$ cat src/rtl/scan_decoder_if.sv
// Signal bundle between control logic and scan_decoder: enable/mode/load/select in,
// one-hot strobe, current index, wrap pulse and FSM state out.
interface scan_decoder_if #(
    parameter int SEL_W = 3
);
    localparam int OUT_W = 2 ** SEL_W;

    // No valid/ready pair here: en and mode are levels sampled every rising edge,
    // load is a single-cycle pulse honoured only while en=1 and mode=1 are presented.
    logic             en;
    logic             mode;
    logic             load;
    logic [SEL_W-1:0] data_in;
    logic [OUT_W-1:0] data_out;
    logic [SEL_W-1:0] index;
    logic             wrap;
    logic [1:0]       state_dbg;

    modport master (
        output en, mode, load, data_in,
        input  data_out, index, wrap, state_dbg
    );

    modport slave (
        input  en, mode, load, data_in,
        output data_out, index, wrap, state_dbg
    );
endinterface

$ cat src/rtl/scan_decoder.sv
// Registered N-to-2^N one-hot decoder with direct and dwell-timed scan modes.
// Define SCAN_DECODER_ACTIVE_LOW_EN to invert data_out (active bit 0, idle/reset all ones).
module scan_decoder #(
    parameter int SEL_W   = 3,
    parameter int DWELL   = 4,
    parameter int DWELL_W = 8
) (
    input  logic             clk,
    input  logic             rst,
    scan_decoder_if.slave    bus
);
    localparam int OUT_W = 2 ** SEL_W;
    localparam logic [DWELL_W-1:0] DWELL_LAST = DWELL_W'(DWELL - 1);
    localparam logic [SEL_W-1:0]   IDX_MAX    = '1;

`ifdef SCAN_DECODER_ACTIVE_LOW_EN
    localparam logic [OUT_W-1:0] OFF_MASK = '1;
`else
    localparam logic [OUT_W-1:0] OFF_MASK = '0;
`endif

    typedef enum logic [1:0] {
        IDLE   = 2'd0,
        DIRECT = 2'd1,
        SCAN   = 2'd2
    } state_t;

    state_t             state, next_state;
    logic [SEL_W-1:0]   index_q, index_d;
    logic [DWELL_W-1:0] dwell_q, dwell_d;
    logic [OUT_W-1:0]   out_q, out_d;
    logic               wrap_q, wrap_d;

    // Polarity is applied here so the output register holds the final pin value.
    function automatic logic [OUT_W-1:0] strobe(input logic [SEL_W-1:0] sel);
        logic [OUT_W-1:0] v;
        v      = '0;
        v[sel] = 1'b1;
        return v ^ OFF_MASK;
    endfunction

    // The decision for each edge is taken from the en/mode presented in that cycle;
    // the registered state only tells a fresh scan entry apart from a running scan.
    always_comb begin
        next_state = IDLE;
        index_d    = index_q;
        dwell_d    = '0;
        wrap_d     = 1'b0;
        out_d      = OFF_MASK;
        if (bus.en) begin
            next_state = bus.mode ? SCAN : DIRECT;
        end
        case (next_state)
            DIRECT: begin
                index_d = bus.data_in;
                out_d   = strobe(bus.data_in);
            end
            SCAN: begin
                if (bus.load) begin
                    index_d = bus.data_in;
                end else if (state == SCAN) begin
                    if (dwell_q == DWELL_LAST) begin
                        index_d = index_q + SEL_W'(1);
                        wrap_d  = (index_q == IDX_MAX);
                    end else begin
                        dwell_d = dwell_q + DWELL_W'(1);
                    end
                end
                out_d = strobe(index_d);
            end
            default: ;
        endcase
    end

    always_ff @(posedge clk or posedge rst) begin
        if (rst) begin
            state   <= IDLE;
            index_q <= '0;
            dwell_q <= '0;
            out_q   <= OFF_MASK;
            wrap_q  <= 1'b0;
        end else begin
            state   <= next_state;
            index_q <= index_d;
            dwell_q <= dwell_d;
            out_q   <= out_d;
            wrap_q  <= wrap_d;
        end
    end

    assign bus.data_out  = out_q;
    assign bus.index     = index_q;
    assign bus.wrap      = wrap_q;
    assign bus.state_dbg = state;
endmodule

$ cat src/flat_wrapper.sv
// flat-port wrapper written by rule: the top's interface ports become plain ports
module scan_decoder_flat 
#(
    parameter int SEL_W   = 3,
    parameter int DWELL   = 4,
    parameter int DWELL_W = 8
)
  (clk, rst, bus_en, bus_mode, bus_load, bus_data_in, bus_data_out, bus_index, bus_wrap, bus_state_dbg);
  scan_decoder_if #(.SEL_W(SEL_W)) bus_i ();
  input  logic clk;
  input  logic rst;
  input wire logic [$bits(bus_i.en)-1:0] bus_en;
  input wire logic [$bits(bus_i.mode)-1:0] bus_mode;
  input wire logic [$bits(bus_i.load)-1:0] bus_load;
  input wire logic [$bits(bus_i.data_in)-1:0] bus_data_in;
  output wire logic [$bits(bus_i.data_out)-1:0] bus_data_out;
  output wire logic [$bits(bus_i.index)-1:0] bus_index;
  output wire logic [$bits(bus_i.wrap)-1:0] bus_wrap;
  output wire logic [$bits(bus_i.state_dbg)-1:0] bus_state_dbg;
  assign bus_i.en = bus_en;
  assign bus_i.mode = bus_mode;
  assign bus_i.load = bus_load;
  assign bus_i.data_in = bus_data_in;
  assign bus_data_out = bus_i.data_out;
  assign bus_index = bus_i.index;
  assign bus_wrap = bus_i.wrap;
  assign bus_state_dbg = bus_i.state_dbg;
  scan_decoder #(.SEL_W(SEL_W), .DWELL(DWELL), .DWELL_W(DWELL_W)) u_core (.clk(clk), .rst(rst), .bus(bus_i));
endmodule
$ cat config.mk
export PLATFORM = sky130hd
export DESIGN_NAME = scan_decoder_flat
export DESIGN_NICKNAME = d
export VERILOG_FILES = /design/src/rtl/scan_decoder_if.sv /design/src/rtl/scan_decoder.sv /design/src/flat_wrapper.sv
export SDC_FILE = /design/constraint.sdc
export NUM_CORES = 1
export LEC_CHECK = 0
export BUFFER_PORTS_ARGS = -buffer_cell sky130_fd_sc_hd__buf_2
export CAP_MARGIN = 20
export CORE_AREA = 3 3 65 67
export CTS_CLUSTER_DIAMETER = 150
export DETAILED_ROUTE_END_ITERATION = 7
export DIE_AREA = 0 0 68 70
export REMOVE_ABC_BUFFERS = 1
export SYNTH_ARGS = -nofsm -noshare
export SYNTH_HDL_FRONTEND = slang
export SYNTH_SLANG_ARGS = --single-unit
$ cat constraint.sdc
create_clock -name clk -period 3.3 [get_ports clk]
set_input_delay 0.165 -clock clk [delete_from_list [all_inputs] [get_ports clk]]
set_output_delay 0.165 -clock clk [all_outputs]
set_load 0.1 [all_outputs]
# After elaboration in Yosys (flattened, before gate mapping)
# Cells that the tools add are included.
# Widths: inputs -> output; s select.
# word_totals
register_bits	22
out_inout_bits	14
inputBits	8
elab_cells	39
# classes
n_mux	20
n_addsub	2
eq_ne	5
reduce_logical	3
order_cmp	4
# ops
operator	n
$mux 8	4
$pmux 8 s2	1
$mux 3	4
$add 8x1->8 const B	1
$eq 8x2->1 const B	1
$lt 3x4->1 const B	2
$demux 1 s3	2
$ge 3x1->1 const B	2
$mux 1	6
$pmux 3 s2	1
$eq 2x2->1 const B	2
$mux 2	2
$add 3x1->3 const B	1
$eq 3x3->1 const B	1
$eq 2x1->1 const B	1
$logic_and 1x1->1	2
$reduce_bool 2->1	1

# Logic depth before layout (Yosys ltp)
# logic_depth
depth_word	10
ltp_mapped	7
mapped_depth_nobuf	6

# Least setup slack after synthesis
# No wires, ideal clock.
# synth_path
kind	register to register
from	register u_core.state[1], in the netlist u_core.bus.state_dbg[1]
to	register u_core.out_q[5], in the netlist u_core.bus.data_out[5]
synth_period_minus_slack_ns	2.373
arrival_time_ns	2.290
path_slack_ns	0.927
setup_time_ns	0.082
required_ns	3.218
n_path_buf	1
path_stages_with_launch	7
cell_sequence	dfrtp_1 > nand2b_1 > or3_1 > buf_2 > o311a_4 > or2_1 > o22ai_1
# synth_via
elab_chain_len	9
word_cells_on_any_way	10
cone_classes	2 x order compare; 1 x eq/ne; 6 x mux; 1 x reduce/logical
# synth_rtl
item	line_no	text
from (decl)	scan_decoder.sv:28	state_t state, next_state;
from (signal assigned)	scan_decoder.sv:83	state <= next_state;
$eq 2x2->1 (*)	scan_decoder.sv:61	end else if (state == SCAN) begin
$mux 3 (*)	scan_decoder.sv:61	
$mux 3 (*)	scan_decoder.sv:59	if (bus.load) begin
$mux 3 (*)	scan_decoder.sv:53	case (next_state)
$lt 3x4->1 (not written as such) or $ge 3x1->1 (tied branches)	scan_decoder.sv:38	v[sel] = 1'b1;
$logic_and 1x1->1 (not written as such)	scan_decoder.sv:38	
$mux 1 (not written as such)	scan_decoder.sv:38	
$demux 1 s3 (*)	-	
$pmux 8 s2 (*)	scan_decoder.sv:53	
named net u_core.out_d[5]	scan_decoder.sv:31	logic [OUT_W-1:0] out_q, out_d;
to (signal assigned)	scan_decoder.sv:86	out_q <= out_d;
to (decl)	scan_decoder.sv:31	
# Mark *: on every way through the listed nets, which the timed path passes. The rest lies on a longest branch. The select of a mux whose other input is x is not followed.
# A chain may end at the register's enable or synchronous reset.

# Worst setup path in the final report
# layout_path
from	register u_core.dwell_q[0]
to	register u_core.out_q[7], in the netlist u_core.bus.data_out[7]
# layout_via
elab_chain_len	10
word_cells_on_any_way	11
cone_classes	2 x order compare; 1 x eq/ne; 7 x mux; 1 x reduce/logical
# layout_rtl
item	line_no	text
from (decl)	scan_decoder.sv:30	logic [DWELL_W-1:0] dwell_q, dwell_d;
from (signal assigned)	scan_decoder.sv:85	dwell_q <= dwell_d;
$eq 8x2->1 (*)	scan_decoder.sv:62	if (dwell_q == DWELL_LAST) begin
$mux 3 (*)	scan_decoder.sv:62	
$mux 3 (*)	scan_decoder.sv:61	
$mux 3 (*)	scan_decoder.sv:59	
$mux 3 (*)	scan_decoder.sv:53	
$lt 3x4->1 (not written as such) or $ge 3x1->1 (tied branches)	scan_decoder.sv:38	
$logic_and 1x1->1 (not written as such)	scan_decoder.sv:38	
$mux 1 (not written as such)	scan_decoder.sv:38	
$demux 1 s3 (*)	-	
$pmux 8 s2 (*)	scan_decoder.sv:53	
named net u_core.out_d[7]	scan_decoder.sv:31	
# Marks and branches as above.

==> flow_summary.toml <==
[placement]
dp_hpwl_um = 1760
portBuffers = 21
gp_congestion = 0.804
place_area_sq_um = 1240
dpl.cell_count = 171

[clock_network]
cts_resized = 0
clk_path_buf_depth = 2
cts.clk_slew.worst_paths_ns = 0.08
cts_root_buf = "clkbuf_8"
cts_max_level = 1
clock-sinks = 22
post-cts-setup-buffer-count = 0
cts_buffers = 3
clkLatencyLatePin_ns = 0.27
cts_tree = "yes"
hold_buffers = 0

[worst_setup_path]
arrival_ns = 2.65
critPathCaptureType = "flip-flop"
path_max_fanout = 6
start_kind = "flip-flop"
slowest_stage = "or3_1"
crit_type = "flip-flop to flip-flop"
cp.required_ns = 3.49
worst_path_largest_cell_delay_ns = 0.48
cp_cell_sequence = "ha_1 > or3b_1 > or3_1 > o311a_4 > or2_1 > o22ai_1"

[run]
maxCapViolCount = 0

[timing]
setup_viol = 0
slew_viol_final = 0
final_hold_viol_count = 0
period_share = 0.744
slew_headroom = 0.451
skew_ns = 0.00645
tightest_slew_ns = 0.822
hold_slack_ns = 0.0443
finalCriticalPeriod_ns = 2.45
rsz0062_at_grt = "no"
fin_tns_setup_ns = 0
fmax_mhz = 407

[route]
post_drt_via_cell_ratio = 4.89
route.detailed.drc = 0
first_pass_iters = 4
dr.first_iter.drc_count = 33
ant_nets = 0
routed_wl_um = 2300
via_count = 856
wl_per_cell_um = 13.2

[synthesis]
synth-async-reset-ratio = 1.00
ys_top_cells_by_count = "22 x dfrtp_1, 10 x nor2_1, 8 x nand2_1"
synth.area.top_cells = "dfrtp_1 51%, ha_1 3.5%, nor2_1 3.5%"
yosys_most_used_dff = "dfrtp_1"
synth_most_common_cell = "dfrtp_1"
synth_edf_count = 0
ys_types = 31
synth_top_area_share = 0.506
synth.yosys.seq_area_share = 0.506
synth-seq-cells = 22
syn_inst = 104
yosysTopAreaCell = "dfrtp_1"
ys_warn_count = 0
synth_area_per_cell_sq_um = 10.5
synthesis.area_sq_um = 1090

[finish]
diodes = 0
layout-drive-gt1-share = 0.228
nets = 139
finalInstanceArea_sq_um = 1320
synthToLayoutAreaGrowth_pct = 20.9
final_cells = 175

[die]
ioPinCount = 22
num_rows = 22
die_area_sq_um = 4760
coreArea_sq_um = 3690
fp.dieH_um = 70
start_util = 0.295
die_x_um = 68

[grt]
grt.total_usage = 0.109
grt_overflow = 0
grt_pass1_wl_um = 4040
grt_start_max_net_pins = 23
antenna_found_initial = 0
grt_pass1_vias = 897

[power_and_ir_drop]
p_leak_nw = 0.630
ir_drop_mv = 0.271
powerDensity_nw_per_um2 = 526

[run_status]
status = "finished clean"

[min_path]
holdCritPathClass = "input pin to asynchronous set/reset pin"
==> cell type report <==
cell class              instances  area (sq um)
fillers                       398          2370
flip-flops and latches         22           551
multi-input cells              75           509
repair buffers                 21           105
well taps                      48          60.1
clock buffers                   3          41.3
clock inverters                 1          30.0
inverters                       5          18.8
==> metal layers <==
| metal | routed length, um | up-vias | part of all wire | GRT usage |
|---|---|---|---|---|
| met1 | 987 | 416 | 0.43 | 0.131 |
| met2 | 1190 | 17 | 0.52 | 0.184 |
| li1 | - | 420 | - | - |
| met3 | 80 | 3 | 0.035 | 0.0177 |
| met4 | 45 | 0 | 0.020 | 0.0530 |
| met5 | 0 | - | 0 | 0 |
==> worst max-delay path, delay by kind of cell (launching register included) <==
kind                       cells  cell delay [ns]
and+or+nand+nor                3             1.18
DFF                            1             0.42
adders and majority gates      1             0.25
AOI/OAI and AO/OA              2             0.52
==> report_power, final <==
group	total (mW)	internal, mW	switching [mW]
logic	0.153	0.0316	0.122
clock network	0.250	0.162	0.0882
registers	0.288	0.280	0.00838
==> final timing paths <==
kind | startpoint | to | slack (ns) | depth (start not counted)
worst min register to register | u_core.dwell_q[0] | u_core.dwell_q[0] | 0.53 | 1
worst max-delay path | u_core.dwell_q[0] | u_core.bus.data_out[7] | 0.85 | 6
worst min-delay path | rst | u_core.dwell_q[7] | 0.04 | 2
min in group clk | bus_mode | u_core.bus.state_dbg[0] | 0.19 | 2
worst max register to register | u_core.dwell_q[0] | u_core.bus.data_out[7] | 0.85 | 6
max in group asynchronous | rst | u_core.bus.state_dbg[1] | 2.74 | 2
==> logic make-up (layout without fill, tap and decap cells) <==
family          Yosys count  count (layout)  synth area share
simple gates             45              45             0.226
flops                    22              22             0.506
compound gates           19              19             0.139
buf+inv                   7              30            0.0253
xor+xnor                  6               6            0.0483
fa+ha+maj                 3               3            0.0345
mux                       2               2            0.0207
==> flip-flops by register name (all words and copies together), names as in the netlist <==
signal	flops
u_core.bus.data_out	8
u_core.dwell_q	8
u_core.bus.index	3
u_core.bus.state_dbg	2
u_core.bus.wrap	1
==> metrics by stage <==
stage          setup WS (ns)  utilization  power (mW)
2_1_floorplan          0.956            -       0.414
3_3_place_gp           0.948        0.337       0.446
3_5_place_dp           0.874        0.337       0.449
4_1_cts                0.869        0.357       0.699
5_1_grt                0.654        0.357       0.722
6_report               0.846        0.357       0.692
==> placed cells by master (no fill, tap or decap) <==
master,synthesis,routed
o311ai_0,1,1
o311a_1,1,1
and3b_1,1,1
o22ai_1,5,5
and2_1,3,3
bufinv_16,0,1
xnor2_1,2,2
ha_1,3,3
or2_1,1,1
a211oi_1,1,1
inv_1,5,5
buf_2,1,21
dfrtp_1,22,22
nor4bb_1,1,1
mux2_2,2,2
o32ai_1,4,4
o311ai_1,2,2
nand2b_1,5,5
clkbuf_8,0,3
and3_1,4,4
o311a_4,1,1
nand2_1,8,8
nor2b_1,2,2
nor4b_1,1,1
or3b_1,1,1
o21ai_1,1,1
or4_4,1,1
xor2_1,4,4
nand3_1,6,6
a21oi_1,3,3
nor2_1,10,10
or3_1,1,1
Note: power is estimated with default switching activity, not from simulation.
